==> config.mk <==
export PLATFORM = sky130hd
export DESIGN_NAME = maxpool2x2
export DESIGN_NICKNAME = d
export VERILOG_FILES = /design/src/rtl/maxpool2x2.sv
export SDC_FILE = /design/constraint.sdc
export NUM_CORES = 1
export LEC_CHECK = 0
export ABC_AREA = 1
export BUFFER_PORTS_ARGS = -buffer_cell sky130_fd_sc_hd__clkbuf_2
export CAP_MARGIN = 20
export CORE_MARGIN = 10
export CORE_UTILIZATION = 49
export CTS_CLUSTER_DIAMETER = 40
export DETAILED_ROUTE_END_ITERATION = 16
export PLACE_DENSITY_LB_ADDON = 0.12
export RECOVER_POWER = 25
export SYNTH_ARGS = -nofsm -noshare
export SYNTH_HDL_FRONTEND = slang
export SYNTH_SLANG_ARGS = --single-unit
export TNS_END_PERCENT = 100
==> constraint.sdc <==
create_clock -name clk -period 3.6 [get_ports clk]
set_input_delay 0.54 -clock clk [delete_from_list [all_inputs] [get_ports clk]]
set_output_delay 0.54 -clock clk [all_outputs]
set_load 0.005 [all_outputs]
==> src/rtl/maxpool2x2.sv <==
// 2x2 stride-2 signed max pooling over a row-major pixel stream.
// A line buffer holds the even-row pair maxima until the matching odd-row pair arrives.
module maxpool2x2 #(
    parameter int DATA_W = 24,
    parameter int IMG_W  = 24,
    parameter int IMG_H  = 24
) (
    input  logic                     clk,
    input  logic                     rst_n,
    input  logic                     valid_in,
    input  logic signed [DATA_W-1:0] in,
    output logic                     valid_out,
    output logic signed [DATA_W-1:0] out,
    output logic                     frame_done
);

    localparam int HALF_W = IMG_W / 2;
    localparam int CW     = (IMG_W > 2) ? $clog2(IMG_W) : 1;
    localparam int RW     = (IMG_H > 2) ? $clog2(IMG_H) : 1;
    localparam int AW     = (HALF_W > 1) ? $clog2(HALF_W) : 1;

    function automatic logic signed [DATA_W-1:0] smax(
        input logic signed [DATA_W-1:0] a,
        input logic signed [DATA_W-1:0] b
    );
        return (a >= b) ? a : b;
    endfunction

    logic [CW-1:0]            col_r;
    logic [RW-1:0]            row_r;
    logic signed [DATA_W-1:0] hold_r;
    logic signed [DATA_W-1:0] line_buf_r [HALF_W];
    logic                     valid_out_r;
    logic signed [DATA_W-1:0] out_r;
    logic                     frame_done_r;

    logic [AW-1:0]            buf_idx_s;
    logic                     last_col_s;
    logic                     last_row_s;
    logic signed [DATA_W-1:0] pair_max_s;
    logic signed [DATA_W-1:0] window_max_s;

    // Window position decode and pair/window maxima for the current pixel
    always_comb begin
        buf_idx_s    = AW'(col_r >> 1);
        last_col_s   = (col_r == CW'(IMG_W - 1));
        last_row_s   = (row_r == RW'(IMG_H - 1));
        pair_max_s   = smax(hold_r, in);
        window_max_s = smax(line_buf_r[buf_idx_s], pair_max_s);
    end

    // Position counters and registered pooled output
    always_ff @(posedge clk or negedge rst_n) begin
        if (!rst_n) begin
            col_r        <= {CW{1'b0}};
            row_r        <= {RW{1'b0}};
            valid_out_r  <= 1'b0;
            out_r        <= {DATA_W{1'b0}};
            frame_done_r <= 1'b0;
        end else begin
            valid_out_r  <= 1'b0;
            frame_done_r <= 1'b0;
            if (valid_in) begin
                if (last_col_s) begin
                    col_r <= {CW{1'b0}};
                    row_r <= last_row_s ? {RW{1'b0}} : row_r + RW'(1);
                end else begin
                    col_r <= col_r + CW'(1);
                end
                // Bottom-right pixel of a window completes it
                if (col_r[0] && row_r[0]) begin
                    out_r        <= window_max_s;
                    valid_out_r  <= 1'b1;
                    frame_done_r <= last_col_s && last_row_s;
                end
            end
        end
    end

    // Data storage: always written before it is read, so it carries no reset
    always_ff @(posedge clk) begin
        if (valid_in && !col_r[0]) begin
            hold_r <= in;
        end
        if (valid_in && col_r[0] && !row_r[0]) begin
            line_buf_r[buf_idx_s] <= pair_max_s;
        end
    end

    assign valid_out  = valid_out_r;
    assign out        = out_r;
    assign frame_done = frame_done_r;

endmodule

Word level (Yosys, flattened, before mapping). Memories as Yosys holds them, arrays and structs flattened. Cells that the tools add are included. W data, S select, Z words.

Input bits: 27. RAM bits: 288. Memories: 1. Register bits after elaboration: 60.

$add $sub $neg: 2. Reduce and logical (&&, ||, !) cells: 9. Mux-type cells: 10. $lt $le $gt $ge: 2. Equality and inequality tests: 2.

Memories: line_buf_r (words 12, width 24, read ports 1, clocked after memory_dff 0, write ports 1, RTL line 32) `logic signed [DATA_W-1:0] line_buf_r [HALF_W];`.

Operators with widths (count): $ge A24 B24 Y1 (2); $mux W24 (2); $add A5 B1 Y5 const B (2); $eq A5 B5 Y1 const B (2); $mux W5 (2); $mux W1 (6); $logic_and A1 B1 Y1 (5); $reduce_and A2 Y1 (2); $logic_not A1 Y1 (2).

Longest topological paths before layout.
Depth after elaboration: 4. Depth in mapped cells: 33. Gate-level depth less buffers: 31.

Least setup slack after synthesis. No wires, ideal clock.

Path kind: input port to flip-flop. Start: input port in[23]. End: register out_r[10] (netlist: out[10]). Cell stages on the path: 24. Data required time: 3.484 ns. Setup time: 0.116 ns. Path buffers: 2. Slack: 0.000 ns. Arrival time: 3.484 ns. Cell sequence: inv_1 > ha_1 > a21oi_1 > o21ai_1 > nor2_1 > nand4_2 > nand3_2 > buf_4 > nand2_1 > nand2_1 > inv_1 > ha_1 > nand2_1 > nor2_1 > nand2b_1 > nor2_1 > nand2_1 > nand4_1 > nand3_2 > inv_2 > buf_4 > nand3_1 > nand2_1 > nand2_1.

Cells in the longest elaborated chain, start to end: 4.

RTL lines: start, declared (RTL line 11) `input logic signed [DATA_W-1:0] in,`; $ge A24 B24 Y1 (RTL line 26) `return (a >= b) ? a : b;`; $mux W24 (*) (RTL line 26); named net pair_max_s[23] (RTL line 40) `logic signed [DATA_W-1:0] pair_max_s;`; $ge A24 B24 Y1 (*) (RTL line 26); $mux W24 (*) (RTL line 26); end signal, assigned (RTL line 58) `out_r <= {DATA_W{1'b0}};`; end signal, assigned (RTL line 72) `out_r <= window_max_s;`; end, declared (RTL line 34) `logic signed [DATA_W-1:0] out_r;`.

Mark *: on every way through the listed nets, which the timed path passes. The rest lies on a longest branch. A chain may end at the register's enable or synchronous reset.

Worst setup path in the final report.
Start: register hold_r[15]. End: register out_r[19] (netlist: out[19]).

Cells in the longest elaborated chain, start to end: 4.

RTL lines: start, declared (RTL line 31) `logic signed [DATA_W-1:0] hold_r;`; start signal, assigned (RTL line 83) `hold_r <= in;`; $ge A24 B24 Y1 (RTL line 26); $mux W24 (RTL line 26); named net pair_max_s[12] (RTL line 40); $ge A24 B24 Y1 (RTL line 26); $mux W24 (RTL line 26).

The timed path passes the listed nets, and every way through them passes these cells.

==> summary.md <==
| Metric | Value |
|---|---|
| Final wirelength | `~41000 microns` |
| Worst Hold Class | `in -> reg` |
| CTS Buffer Depth | `3` |
| Arrival time of the worst setup path | `between 4 and 5 ns` |
| Met3 Wirelength | `between 2000 and 3000 microns` |
| CTS clk-pin slew, worst paths | `0.06 ns` |
| Post-synth EDFFs | `312` |
| Number of H-tree levels | `2` |
| Vias in the first global route | `10000` |
| Slowest-stage cell, CP | `edfxtp_1` |
| Maximum fanout along the worst path | `8` |
| CP peak stage delay | `0.45 ns` |
| Power density over the cells | `882 nW/um^2` |
| DP HPWL | `25200 microns` |
| First-pass detailed-route iteration total | `5` |
| Rows | `64` |
| CP startpoint kind | `flop` |
| WL/cell | `22.1 microns` |
| Largest net degree at the start of global routing | `50` |
| Die width | `between 150 and 200 microns` |
| Syn_area_per_cell | `12.6 sq um` |
| Synth warn | `0` |
| Wire length on met2 | `19100 microns` |
| TritonCTS clock tree | `done` |
| Antenna Nets Post-Route | `0` |
| Final Cycle Share | `108%` |
| Area delta synth->final | `25.0%` |
| Worst-Margin Slew | `1.99 ns` |
| First-pass GRT wire length | `just over 60000 microns` |
| Num CTS Buffers | `47` |
| #FFs+latches synth | `348` |
| GRT Overall Usage | `just over 20%` |
| Die ar. | `between 30000 and 40000 sq um` |
| Critical Path Sink Type | `flop` |
| Via-to-Cell Ratio | `5.60` |
| Top Layer Used | `met4` |
| Pre-CTS WS | `-0.655 ns` |
| Max_cap viols | `2` |
| VDD IR max | `551 uV` |
| Required @ worst endpoint | `4.02 ns` |
| # fillers | `2346` |
| Leading cell type in the layout, fill and taps excluded | `edfxtp_1` |
| Netlist cell types | `38` |
| Placed insts | `around 1700` |
| Unrepaired setup endpoints after global routing | `yes` |
| Final Instance Count excl. Fillers | `approximately 1800` |
| Failing checks | `capacitance limit, slew limit, setup timing` |
| Critical path cell sequence | `ha_4 > nand2_4 > nor2_4 > nand4_1 > buf_4 > nor2_1 > nand2_1 > nand3_4 > buf_16 > nand2_2 > nand2_2 > inv_2 > ha_1 > nand2_2 > nor2_4 > nand4_1 > nor2_2 > buf_4 > nand4_1 > nand3_4 > buf_12 > a21oi_1 > nand2_1 > nand2_1` |
| Io pins | `53` |
| Fmax achieved | `between 200 and 300 MHz` |
| Rel. slew slack | `-32.7%` |
| Initial antenna violation count | `0` |
| Die Span Y | `196 microns` |
| Worst Clk Skew | `approximately 0.019 ns` |
| Fin crit period | `3.90 ns` |
| Clk_lat worst skew | `0.54 ns` |
| Met1 Wirelength | `18100 microns` |
| Post-synthesis instance total | `1202` |
| Synthesized Nets | `about 1300` |
| Antenna cell count | `0` |
| Initial Util | `a little under 50%` |
| Post-layout net count | `around 1500` |
| Final WS setup | `-0.298 ns` |
| # setup viols final | `24` |
| Multi-input gate area | `4340 sq um` |
| Crit path kind | `reg -> reg` |
| Clock Root Buffer | `clkbuf_16` |
| Sequential Area | `roughly 10000 sq um` |
| Fin Hold WS | `0.280 ns` |
| Top FF cell, synth | `edfxtp_1` |
| Vias | `a little over 10000` |
| Post-layout util | `61.8%` |
| Core footprint | `30500 sq um` |
| Clk sink count | `348` |
| Final hold violations | `0` |
| Synthesized area | `15100 sq um` |
| # DRC | `0` |
| Register area share after synthesis | `68.0%` |
| Grt ovf | `0` |
| Pins Over Slew Limit | `57` |
| PortBufs | `52` |
| Most frequent cells in the layout | `edfxtp_1, nand2_1, a22oi_1` |
| GPL Wtd Cong | `0.825` |
| DRT iter0 DRCs | `788` |
| Asr flop ratio synth | `10.3%` |
| Fraction of layout cells with a size suffix above 1 | `22.6%` |
| Status | `complete, but fails checks` |
| Leakage power | `between 0.007 and 0.008 uW` |
[synthesized netlist by cell type (all sizes together) (2+ instances only)]
cell type    n  share of area (%)
nand3       32                1.1
ha          50                4.1
nand2      227                5.7
nand4       32                1.4
a22oi      125                6.8
nor3        14               0.50
a21oi       95                3.2
a31oi       20               0.83
a21o         3               0.15
dfrtp       36                6.0
or2         23               0.95
clkbuf       5               0.12
o21ai        8               0.27
nor2        51                1.5
o21a         2              0.099
buf         48                2.1
inv        114                2.9
edfxtp     312                 62
xor2         2               0.12
[cell families after synthesis]
logic type | Yosys count | share of synthesized area, %
and+or+nand+nor | 381 | 11.3
DFF | 348 | 68.0
AOI/OAI and AO/OA | 253 | 11.3
buffers and inverters | 168 | 5.10
adders and majority gates | 50 | 4.15
xor gates and xnor gates | 2 | 0.116
[flip-flops by register name (all words and copies together) (netlist names)]
signal      count
row_r           5
frame_done      1
col_r           5
out            24
hold_r         24
line_buf_r    288
valid_out       1
[final cells by class]
cell class / count / share of cell area, %
Sequential cell: 348 / 54.4
Clock buffer: 56 / 6.69
Tap cell: 396 / 2.63
Clock inverter: 29 / 2.11
Timing Repair Buffer: 206 / 8.81
Inverter: 115 / 2.31
Multi-Input combinational cell: 686 / 23.0
[final timing paths]
check	start	to	slack, ns	cells past startpoint
min	valid_in	col_r[0]	0.28	2
max	hold_r[15]	out[19]	-0.30	24
max reg2reg	hold_r[15]	out[19]	-0.30	24
min reg2reg	out[0]	out[0]	0.48	2
min in group asynchronous	rst_n	col_r[0]	0.42	2
max in group asynchronous	rst_n	out[22]	1.02	3
[layer usage]
metal  vias to the layer above  track usage (%)
met5                         -                0
met4                         0             4.95
met3                        63             3.51
met2                       327             32.9
met1                      5104             28.1
li1                       4789                -
[what timing repair did]
action,4_1_cts,5_1_grt
setup buffers,19,7
hold endpoints to repair,0,5
hold buffers,0,1
pin swaps,15,24
gates cloned,2,3
setup endpoints to repair,24,36
gates resized for setup,32,29
[worst max-delay path, delay by kind of cell, from the launching register on]
family	cells	cell delay (ns)
adder cells (fa/ha/maj)	2	0.60
flip-flops	1	0.45
buffers and inverters	5	0.63
AO/OA/AOI/OAI	1	0.07
AND/OR/NAND/NOR	16	2.02
[through the flow]
step	power (uW)	area (sq um)	TNS [ns]
after floorplan	8720	15100	0
after global placement	11000	16700	-12.93
after detailed placement	11100	16700	-15.01
after CTS	16200	18800	-4.61
after global routing	17500	18900	-10.00
final	16600	18900	-6.17
[report_power, final]
group / switching (uW) / internal (uW) / leakage, uW
Sequential: 200 / 4880 / 0.00327
Combinational: 4040 / 2660 / 0.00327
Clock: 1760 / 3110 / 0.000809
No activity file was read; power rests on OpenSTA's default activity.
